`src/rtl/alu_result_stage_if.sv`:
```
// Handshake bundle between the ALU, the result stage and writeback.
// The slave modport is the stage itself; master is the surrounding pipeline.
interface alu_result_stage_if #(
    parameter int unsigned WIDTH = 32,
    parameter int unsigned RD_W  = 5
);
    logic             in_valid;
    logic             in_ready;
    logic [WIDTH-1:0] in_result;
    logic             in_n;
    logic             in_z;
    logic             in_v;
    logic             in_c;
    logic [RD_W-1:0]  in_rd;
    logic             in_wen;
    logic             in_set_flags;
    logic             out_valid;
    logic             out_ready;
    logic [WIDTH-1:0] out_result;
    logic [RD_W-1:0]  out_rd;
    logic             out_wen;

    modport slave (
        input  in_valid, in_result, in_n, in_z, in_v, in_c, in_rd, in_wen, in_set_flags,
        input  out_ready,
        output in_ready, out_valid, out_result, out_rd, out_wen
    );

    modport master (
        output in_valid, in_result, in_n, in_z, in_v, in_c, in_rd, in_wen, in_set_flags,
        output out_ready,
        input  in_ready, out_valid, out_result, out_rd, out_wen
    );
endinterface

```
`src/rtl/alu_result_stage.sv`:
```
// ALU result stage: in-order result buffer towards writeback, plus the NZCV
// status register, sticky overflow and a retired-result counter.
module alu_result_stage #(
    parameter int unsigned WIDTH = 32,
    parameter int unsigned RD_W  = 5,
    parameter int unsigned DEPTH = 2,
    parameter int unsigned CNT_W = 16
) (
    input  logic                clk,
    input  logic                reset,
    alu_result_stage_if.slave   bus,
    input  logic                flag_clear,
    output logic [3:0]          status_nzcv,
    output logic                sticky_v,
    output logic [CNT_W-1:0]    retired_count
);
    localparam int unsigned PTR_W = $clog2(DEPTH);
    localparam logic [PTR_W:0] DEPTH_CNT = DEPTH[PTR_W:0];

    typedef struct packed {
        logic [WIDTH-1:0] result;
        logic [RD_W-1:0]  rd;
        logic             wen;
    } entry_t;

    entry_t           mem_q [DEPTH];
    logic [PTR_W-1:0] wr_ptr_q, rd_ptr_q;
    logic [PTR_W:0]   count_q, count_d;
    logic [3:0]       nzcv_q;
    logic             sticky_q;
    logic [CNT_W-1:0] retired_q;
    logic             push, pop;
    entry_t           head;

    // Handshake status depends on registered occupancy only.
    assign bus.in_ready  = (count_q != DEPTH_CNT);
    assign bus.out_valid = (count_q != '0);

    assign push = bus.in_valid & bus.in_ready;
    assign pop  = bus.out_valid & bus.out_ready;

    assign head           = mem_q[rd_ptr_q];
    assign bus.out_result = head.result;
    assign bus.out_rd     = head.rd;
    assign bus.out_wen    = head.wen;

    assign status_nzcv   = nzcv_q;
    assign sticky_v      = sticky_q;
    assign retired_count = retired_q;

    always_comb begin
        count_d = count_q;
        case ({push, pop})
            2'b10:   count_d = count_q + (PTR_W + 1)'(1);
            2'b01:   count_d = count_q - (PTR_W + 1)'(1);
            default: count_d = count_q;
        endcase
    end

    // Storage is reset too so the head outputs read zero straight out of reset.
    always_ff @(posedge clk or posedge reset) begin
        if (reset) begin
            for (int i = 0; i < DEPTH; i++) begin
                mem_q[i] <= '0;
            end
            wr_ptr_q  <= '0;
            rd_ptr_q  <= '0;
            count_q   <= '0;
            retired_q <= '0;
        end else begin
            if (push) begin
                mem_q[wr_ptr_q] <= '{result: bus.in_result, rd: bus.in_rd, wen: bus.in_wen};
                wr_ptr_q        <= wr_ptr_q + PTR_W'(1);
            end
            if (pop) begin
                rd_ptr_q  <= rd_ptr_q + PTR_W'(1);
                retired_q <= retired_q + CNT_W'(1);
            end
            count_q <= count_d;
        end
    end

    // A flag-setting push wins over flag_clear in the same cycle.
    always_ff @(posedge clk or posedge reset) begin
        if (reset) begin
            nzcv_q   <= 4'b0000;
            sticky_q <= 1'b0;
        end else if (push && bus.in_set_flags) begin
            nzcv_q   <= {bus.in_n, bus.in_z, bus.in_c, bus.in_v};
            sticky_q <= sticky_q | bus.in_v;
        end else if (flag_clear) begin
            nzcv_q   <= 4'b0000;
            sticky_q <= 1'b0;
        end
    end
endmodule

```
`src/flat_wrapper.sv`:
```
// flat-port wrapper written by rule: the top's interface ports become plain ports
module alu_result_stage_flat 
#(
    parameter int unsigned WIDTH = 32,
    parameter int unsigned RD_W  = 5,
    parameter int unsigned DEPTH = 2,
    parameter int unsigned CNT_W = 16
)
  (clk, reset, flag_clear, status_nzcv, sticky_v, retired_count, bus_in_valid, bus_in_result, bus_in_n, bus_in_z, bus_in_v, bus_in_c, bus_in_rd, bus_in_wen, bus_in_set_flags, bus_out_ready, bus_in_ready, bus_out_valid, bus_out_result, bus_out_rd, bus_out_wen);
  alu_result_stage_if #(.WIDTH(WIDTH), .RD_W(RD_W)) bus_i ();
  input  logic clk;
  input  logic reset;
  input  logic flag_clear;
  output logic [3:0] status_nzcv;
  output logic sticky_v;
  output logic [CNT_W-1:0] retired_count;
  input wire logic [$bits(bus_i.in_valid)-1:0] bus_in_valid;
  input wire logic [$bits(bus_i.in_result)-1:0] bus_in_result;
  input wire logic [$bits(bus_i.in_n)-1:0] bus_in_n;
  input wire logic [$bits(bus_i.in_z)-1:0] bus_in_z;
  input wire logic [$bits(bus_i.in_v)-1:0] bus_in_v;
  input wire logic [$bits(bus_i.in_c)-1:0] bus_in_c;
  input wire logic [$bits(bus_i.in_rd)-1:0] bus_in_rd;
  input wire logic [$bits(bus_i.in_wen)-1:0] bus_in_wen;
  input wire logic [$bits(bus_i.in_set_flags)-1:0] bus_in_set_flags;
  input wire logic [$bits(bus_i.out_ready)-1:0] bus_out_ready;
  output wire logic [$bits(bus_i.in_ready)-1:0] bus_in_ready;
  output wire logic [$bits(bus_i.out_valid)-1:0] bus_out_valid;
  output wire logic [$bits(bus_i.out_result)-1:0] bus_out_result;
  output wire logic [$bits(bus_i.out_rd)-1:0] bus_out_rd;
  output wire logic [$bits(bus_i.out_wen)-1:0] bus_out_wen;
  assign bus_i.in_valid = bus_in_valid;
  assign bus_i.in_result = bus_in_result;
  assign bus_i.in_n = bus_in_n;
  assign bus_i.in_z = bus_in_z;
  assign bus_i.in_v = bus_in_v;
  assign bus_i.in_c = bus_in_c;
  assign bus_i.in_rd = bus_in_rd;
  assign bus_i.in_wen = bus_in_wen;
  assign bus_i.in_set_flags = bus_in_set_flags;
  assign bus_i.out_ready = bus_out_ready;
  assign bus_in_ready = bus_i.in_ready;
  assign bus_out_valid = bus_i.out_valid;
  assign bus_out_result = bus_i.out_result;
  assign bus_out_rd = bus_i.out_rd;
  assign bus_out_wen = bus_i.out_wen;
  alu_result_stage #(.WIDTH(WIDTH), .RD_W(RD_W), .DEPTH(DEPTH), .CNT_W(CNT_W)) u_core (.clk(clk), .reset(reset), .bus(bus_i), .flag_clear(flag_clear), .status_nzcv(status_nzcv), .sticky_v(sticky_v), .retired_count(retired_count));
endmodule
```
`config.mk`:
```
export PLATFORM = sky130hd
export DESIGN_NAME = alu_result_stage_flat
export DESIGN_NICKNAME = d
export VERILOG_FILES = /design/src/rtl/alu_result_stage_if.sv /design/src/rtl/alu_result_stage.sv /design/src/flat_wrapper.sv
export SDC_FILE = /design/constraint.sdc
export NUM_CORES = 1
export LEC_CHECK = 0
export ABC_AREA = 0
export CORE_ASPECT_RATIO = 0.7
export CORE_MARGIN = 2
export CORE_UTILIZATION = 25
export CTS_BUF_LIST = sky130_fd_sc_hd__clkbuf_4 sky130_fd_sc_hd__clkbuf_8
export DETAILED_ROUTE_END_ITERATION = 6
export MAX_ROUTING_LAYER = met4
export SYNTH_ARGS = -nofsm -noshare
export SYNTH_HDL_FRONTEND = slang
export SYNTH_SLANG_ARGS = --single-unit
```
`constraint.sdc`:
```
create_clock -name clk -period 6.2 [get_ports clk]
set_clock_uncertainty 0.2 [all_clocks]
set_input_delay 0.62 -clock clk [delete_from_list [all_inputs] [get_ports clk]]
set_output_delay 0.62 -clock clk [all_outputs]
set_load 0.03 [all_outputs]
```
-- After elaboration in Yosys (flattened, before gate mapping)
Cells that the tools add are included.
- bitwise gates (word level): 5
- reductions and logical operators: 5
- equality and inequality tests: 3
- shifts and indexed selects: 0
- divide/modulo/power cells: 0
- $lt $le $gt $ge: 3
- multiplexer cells: 11
- $add $sub $neg: 5
- $mul: 0
- operator list (kind ; number):
    38-bit two-way mux ; 4
    76-bit bitwise mux ; 1
    38-bit demux with 1-bit select ; 1
    16-bit by 1-bit adder with 16-bit output (second input constant) ; 1
    4-bit two-way mux ; 2
    2-bit nonzero test ; 3
    2-bit >= comparator (second input constant) ; 2
    1-bit inverter with 2-bit output ; 2
    2-bit case mux with 2 select lines ; 1
    1-bit adder (second input constant) ; 2
    2-bit by 1-bit adder with 2-bit output (second input constant) ; 1
    1-bit AND ; 2
    2-bit by 1-bit equality test with 1-bit output (second input constant) ; 1
    2-bit equality test (second input constant) ; 1
    1-bit logical AND ; 2
    2-bit by 1-bit < comparator with 1-bit output (second input constant) ; 1
    1-bit two-way mux ; 2
    2-bit inequality test (second input constant) ; 1
    2-bit by 1-bit subtractor with 2-bit output (second input constant) ; 1
    1-bit OR ; 1
- bits in registers: 101
- memories: 0
- latch bits: 0
- input bits: 48
- word-level logic and storage cells: 44
- memory bits (writable): 0
- bits in read-only memories: 0

-- Longest topological paths before layout
Gate-level depths: netlist (run 1).
- depth in word-level cells: 6
- gate-level depth with buffers: 6
- mapped depth without buffers: 6

-- Worst setup path before layout (run 1)
No wires, ideal clock.
- path type: register to output
- from: register u_core.rd_ptr_q
- to: output port bus_out_result[10]
- data required time: 5.380 ns
- stages on the path, launching flop included: 4
- setup slack: 4.011 ns
- arrival time: 1.369 ns
- path buffers: 2
- cell sequence: dfrtp_1 > clkbuf_1 > buf_2 > mux2_2
- longest elaborated chain between the ends: 4
- RTL lines (element ; RTL line ; text):
    start, declared ; alu_result_stage.sv:27 ; logic [PTR_W-1:0] wr_ptr_q, rd_ptr_q;
    start signal, assigned ; alu_result_stage.sv:76 ; rd_ptr_q <= rd_ptr_q + PTR_W'(1);
    1-bit inverter with 2-bit output (not written as such) ; alu_result_stage.sv:42 ; assign head = mem_q[rd_ptr_q];
    38-bit two-way mux (not written as such) (3 in series) ; alu_result_stage.sv:42 ;
    end, declared ; flat_wrapper.sv:29 ; output wire logic [$bits(bus_i.out_result)-1:0] bus_out_result;
Every way passes these cells. The select of a mux whose other input is x is not followed.

-- Worst setup path in the final report (run 1)
- from: register u_core.rd_ptr_q
- to: output port bus_out_result[2]
The elaborated chain is that of the path after synthesis.

==> results of run 1 <==
cells in the final DEF (no fill, tap or decap), types with 4 or more instances in the layout:
| cell | count |
|---|---|
| mux2_4 | 20 |
| nand2_1 | 16 |
| dfrtp_1 | 100 |
| xor2_1 | 5 |
| clkdlybuf4s50_1 | 108 |
| clkbuf_8 | 9 |
| mux2_2 | 38 |
| nand3_1 | 5 |
| nor2_1 | 4 |
| mux2_1 | 56 |
| nand3b_1 | 4 |
| nand4_1 | 4 |
| xnor2_1 | 15 |
stage by stage:
step	power [mW]	instances	setup slack [ns]
3_3_place_gp	2.884	629	3.220
4_1_cts	3.366	645	2.822
6_report	3.308	645	2.915
5_1_grt	3.516	645	2.741
2_1_floorplan	2.300	299	2.733
3_5_place_dp	2.918	629	3.156
registers in the layout (all words and copies together) (netlist names):
| register | cells |
|---|---|
| u_core.count_q | 2 |
| u_core.wr_ptr_q | 1 |
| u_core.retired_count | 16 |
| u_core.rd_ptr_q | 1 |
| u_core.sticky_v | 1 |
| u_core.status_nzcv | 4 |
| u_core.mem_q | 76 |
cells by family (layout without fill, tap and decap cells):
| group | after synthesis | count (layout) | share of synthesized area [%] |
|---|---|---|---|
| xor gates and xnor gates | 20 | 20 | 3.936 |
| and+or+nand+nor | 44 | 44 | 5.314 |
| buffers and inverters | 14 | 129 | 2.249 |
| DFF | 101 | 101 | 56.79 |
| AOI/OAI and AO/OA | 4 | 4 | 0.6186 |
| muxes | 114 | 114 | 30.53 |
| adders and majority gates | 2 | 2 | 0.5622 |
layer usage:
metal / routed length, um / global-route usage (%) / share of wire [%] / up-vias
li1: - / - / - / 1267
met4: 124 / 3.509 / 1.3 / 0
met1: 4590 / 13.87 / 48 / 1345
met5: 0 / - / 0 / -
met2: 4214 / 16.17 / 44 / 69
met3: 593 / 4.044 / 6.2 / 10
layout make-up:
type | instances | area share (%)
tap | 231 | 4.847
clock buffer | 11 | 2.329
multi-input combinational | 184 | 30.74
sequential | 101 | 42.40
timing repair buffer | 111 | 18.51
inverter | 2 | 0.1679
clock inverter | 5 | 1.007
worst register-to-register path: cells and delay by family, from the launching register on:
family                 cells  cell delay (ns)
buffers and inverters      1             0.41
flip-flops                 1             0.48
multiplexers               1             0.37
AND/OR/NAND/NOR            3             0.85
power groups by stage:
| stage | Clock (mW) | Combinational (mW) | Sequential [mW] |
|---|---|---|---|
| 3_5_place_dp | 0 | 1.73 | 1.19 |
| 5_1_grt | 0.477 | 1.82 | 1.22 |
| 6_report | 0.423 | 1.71 | 1.18 |
| 2_1_floorplan | 0 | 1.17 | 1.13 |
| 4_1_cts | 0.448 | 1.74 | 1.18 |
| 3_3_place_gp | 0 | 1.71 | 1.17 |
path summary, 6_finish.rpt:
path	startpoint	to	slack [ns]	depth (start not counted)
max in group asynchronous	reset	u_core.rd_ptr_q$_DFFE_PP0P_	4.17	3
min	u_core.retired_count[15]$_DFFE_PP0P_	u_core.retired_count[15]$_DFFE_PP0P_	0.27	1
min in group asynchronous	reset	u_core.mem_q[38]$_DFFE_PP0P_	0.46	2
max reg2reg	u_core.count_q[0]$_DFFE_PP0P_	u_core.mem_q[50]$_DFFE_PP0P_	3.77	5
max	u_core.rd_ptr_q$_DFFE_PP0P_	bus_out_result[2]	2.91	2
min reg2reg	u_core.retired_count[15]$_DFFE_PP0P_	u_core.retired_count[15]$_DFFE_PP0P_	0.27	1
==> results.md, run 1 <==
- CP peak stage delay: 1.05 ns
- Largest net degree at the start of global routing: 56
- Cell internal power dissipation: 2.025 mW
- Storage cell area: 2529 um^2
- DRC viols: 0
- Sequential power share: 35.6%
- # Post-CTS Setup Buffers: 0
- Post-Syn Area: 4451 um^2
- Net Sw Frac: 38.78%
- Antenna Violating Nets Remaining: 0
- Layout cells sized above 1: 21.01%
- Mapped Cells: 299
- P_sw: 1.283 mW
- Top cells by area, synth: dfrtp_1, mux2_1, mux2_2, mux2_4, xnor2_1
- Post-synth ARST share: 100.0%
- Synth cell count leaders: dfrtp_1, mux2_1, mux2_2, mux2_4, nand2_1
- H-tree depth: 3
- Drt first pass iters: 4
- Dpl hpwl: 6.538 mm
- Post-CTS sizing: 0
- Crit Path Max Fanout: 39
- Worst Tran Pin Value: 1.011 ns
- CTS Root Cell: clkbuf_8
- Synthesized net count: 349
- Vias in the first global route: 2968
- Number of buffers added on ports: 108
- Die footprint: 18900 um^2
- Area after DPL: 5764 um^2
- TritonCTS clock tree: built
- RSZ-0062 raised after global routing: no
- Multi-input combinational cell area: 1833 um^2
- Final Setup Violations: 0
- Ys flop type: dfrtp_1
- Area Overhead vs Synth: 33.99%
- Synth warn: 0
- Largest area contributor in the netlist: dfrtp_1
- Vias: 2691
- Max-slew violation count: 0
- Minimum clock period: 3.285 ns
- Post-synthesis sequential area ratio: 56.79%
- Leak: 2.516 nW
- Starting Density: 25.70%
- CTS buffer count: 9
- Post-synth EDFFs: 0
- Die height: 115.6 um
- Slew headroom: 32.62%
- Worst-path clk slew: 0.10 ns
- First-pass GRT wire length: 15.43 mm
- Crit Path Category: flop to output port
- Critical path capture point type: output port
- Via density: 4.172
- Worst-path cell chain: mux2_2, clkdlybuf4s50_1
- CP delay by family, top: flip-flops
- Filler cells: 1726
- Critical Path Source Type: flop
- NumNets Final: 459
- Routed len/inst: 14.76 um
- Flops & latches, synth: 101
- Antenna diode count: 0
- Row cnt: 40
- Outcome: completed
- Crit path buf inv count: 1
- Required time worst endpoint: 5.38 ns
- Clock sinks: 101
- Iter 0 DRT Violations: 89
- Post-synth top area share: 56.79%
- CTS Buffer Depth: 2
- Crit path arrival time: 2.47 ns
- Cell variety after synth: 29
- Max-cap violations: 0
- Hold_ws: 0.2727 ns
- Setup TNS: 0 ns
- DIE WIDTH: 163.5 um
- Final hold viol count: 0
- Core area: 17320 um^2
- Worst-Skew Late Latency: 0.37 ns
- Gr usage total: 10.91%
- Fmax: 304.4 MHz
- Power share of the clock group: 12.8%
- IO Pins: 109
- Antenna violations before repair: 0
- Count leader, synth: dfrtp_1
- Avg Inst Size Synth: 14.88 um^2
- Final wirelength: 9.522 mm
- CTS hold repair buffers: 0
- Cell area after layout: 5963 um^2
- Hold crit path type: flop to flop
- Peak VDD IR: 0.2511 mV
- Util after Layout: 34.44%
- Global route total overflow: 0
- Placer Congestion: 0.7047
- Slowest CP cell: dfrtp_2
- Pwr/cell area: 554.8 nW/um^2
- Fin crit share: 52.99%
- Logic pwr share: 51.6%
No activity file was read; power rests on OpenSTA's default activity.
==> run 2, diff against run 1 <==
==> constraint.sdc (replaced) <==
create_clock -name clk -period 3.4 [get_ports clk]
set_clock_uncertainty 0.2 [all_clocks]
set_input_delay 0.34 -clock clk [delete_from_list [all_inputs] [get_ports clk]]
set_output_delay 0.34 -clock clk [all_outputs]
set_load 0.03 [all_outputs]
==> results.md, run 2 (synthesized netlist as in run 1, its figures left out) <==
- Slew headroom: 54.84% (+22 points)
- Filler cells: 1721 (-0.29%)
- Worst-path clk slew: 0.10 ns (about the same)
- Fin crit share: 84.90%
- Hold crit path type: input port to asynchronous set/reset pin
- Crit Path Max Fanout: 20 (-49%)
- H-tree depth: 3 (unchanged)
- Via density: 4.243 (+1.7%)
- Antenna diode count: 0 (unchanged)
- Power share of the clock group: 14.0% (+1.2 points)
- Largest net degree at the start of global routing: 64 (+14%)
- Cell internal power dissipation: 3.821 mW (+89%)
- CTS Buffer Depth: 2 (unchanged)
- Setup TNS: 0 ns (unchanged)
- CTS Root Cell: clkbuf_8
- TritonCTS clock tree: built
- Required time worst endpoint: 2.86 ns (-2.52 ns)
- Die footprint: 18900 um^2 (unchanged)
- Net Sw Frac: 38.01% (-0.77 points)
- IO Pins: 109 (unchanged)
- P_sw: 2.343 mW (+83%)
- Core area: 17320 um^2 (unchanged)
- NumNets Final: 461 (+0.44%)
- CTS hold repair buffers: 0 (unchanged)
- Vias in the first global route: 3007 (+1.3%)
- Number of buffers added on ports: 108 (unchanged)
- Area after DPL: 5817 um^2 (+0.91%)
- Max FFs per register: 76 (unchanged)
- Multi-input combinational cell area: 1833 um^2 (unchanged)
- Final Setup Violations: 0 (unchanged)
- Routed len/inst: 14.81 um (+0.35%)
- Antenna violations before repair: 0 (unchanged)
- Placer Congestion: 0.6999 (-0.68%)
- Layout cells sized above 1: 21.39% (+0.38 points)
- Starting Density: 25.70% (unchanged)
- Storage cell area: 2529 um^2 (unchanged)
- Max-cap violations: 0 (unchanged)
- CTS buffer count: 9 (unchanged)
- RSZ-0062 raised after global routing: no
- DIE WIDTH: 163.5 um (unchanged)
- Iter 0 DRT Violations: 111 (+25%)
- Antenna Violating Nets Remaining: 0 (unchanged)
- Critical path capture point type: output port
- Crit path arrival time: 2.35 ns (-0.12 ns)
- Worst Tran Pin Value: 0.6766 ns (-0.3340 ns)
- Peak VDD IR: 0.4833 mV (+92%)
- Die height: 115.6 um (unchanged)
- First-pass GRT wire length: 15.85 mm (+2.7%)
- Logic pwr share: 52.0% (+0.4 points)
- Dpl hpwl: 6.601 mm (+0.98%)
- Row cnt: 40 (unchanged)
- Cell area after layout: 6042 um^2 (+1.3%)
- Gr usage total: 11.37% (+0.46 points)
- Final hold viol count: 0 (unchanged)
- Drt first pass iters: 4 (unchanged)
- Pwr/cell area: 1020 nW/um^2 (+84%)
- Leak: 2.553 nW (+1.5%)
- Minimum clock period: 2.886 ns
- Post-CTS sizing: 0 (unchanged)
- Final wirelength: 9.585 mm (+0.66%)
- Most frequent cells in the layout: clkdlybuf4s50_1, dfrtp_1, mux2_1
- Crit Path Category: flop to output port
- Area Overhead vs Synth: 35.76%
- Critical Path Source Type: flop
- Vias: 2745 (+2.0%)
- Clock sinks: 101 (unchanged)
- Commonest non-fill, non-tap cell in the layout: clkdlybuf4s50_1
- Worst-Skew Late Latency: 0.37 ns (about the same)
- Outcome: completed
- Util after Layout: 34.89% (+0.46 points)
- Max-slew violation count: 0 (unchanged)
- # Post-CTS Setup Buffers: 0 (unchanged)
- Fmax: 346.4 MHz
- DRC viols: 0 (unchanged)
- Sequential power share: 34.1% (-1.5 points)
- Global route total overflow: 0 (unchanged)
- Largest reg by FF count: u_core.mem_q
run 2: cell count changes in the layout (fill, tap and decap cells not counted):
cell / before / now
buf_12: 0 / 3
buf_4: 3 / 2
bufinv_16: 1 / 2
clkbuf_8: 9 / 10
clkinv_4: 1 / 0
inv_6: 1 / 0
run 2: worst paths after layout:
path                                                            from                              endpoint  slack [ns]  cells after the start
worst max-delay path                     u_core.rd_ptr_q$_DFFE_PP0P_                    bus_out_result[15]        0.51                      3
worst min register to register  u_core.retired_count[15]$_DFFE_PP0P_  u_core.retired_count[15]$_DFFE_PP0P_        0.28                      1
worst min-delay path                                           reset          u_core.mem_q[13]$_DFFE_PP0P_        0.15                      2
max in group asynchronous                                      reset           u_core.rd_ptr_q$_DFFE_PP0P_        2.08                      3
min in group clk                u_core.retired_count[15]$_DFFE_PP0P_  u_core.retired_count[15]$_DFFE_PP0P_        0.28                      1
worst max register to register         u_core.count_q[0]$_DFFE_PP0P_           u_core.mem_q[2]$_DFFE_PP0P_        1.12                      4
run 2: final cells by class:
class                           count  area share [%]
Clock inverter                      4           1.201
Multi-Input combinational cell    184           30.34
Sequential cell                   101           41.85
Timing Repair Buffer              113           19.13
Tap cell                          231           4.784
Inverter                            2          0.1657
Clock buffer                       12           2.526
run 2: layer usage:
layer / wire length (um) / track usage (%)
met5: 0 / -
met4: 120 / 3.333
met3: 531 / 3.686
met2: 4233 / 15.95
met1: 4699 / 15.63
run 2: worst max-delay path, stage by stage (launching register included):
cell and delay (ns):
dfrtp_2 0.75, buf_12 0.25, mux2_2 0.37, clkdlybuf4s50_1 0.60
run 2: power groups by stage:
stage	combinational, mW	clock (mW)	sequential, mW
6_report	3.20	0.860	2.10
5_1_grt	3.42	0.956	2.19
4_1_cts	3.26	0.905	2.10
3_5_place_dp	3.24	0	2.12
3_3_place_gp	3.21	0	2.10
2_1_floorplan	2.13	0	2.07
run 2: stage by stage:
step | std cells | setup slack [ns] | power, mW | hold slack, ns
floorplan | 299 | 0.2129 | 4.194 | 0.2257
global placement | 631 | 0.8225 | 5.306 | 0.2607
global route | 647 | 0.3782 | 6.562 | 0.1601
finish | 647 | 0.5135 | 6.164 | 0.1530
CTS | 647 | 0.4161 | 6.270 | 0.1544
detailed placement | 631 | 0.7915 | 5.368 | 0.2699
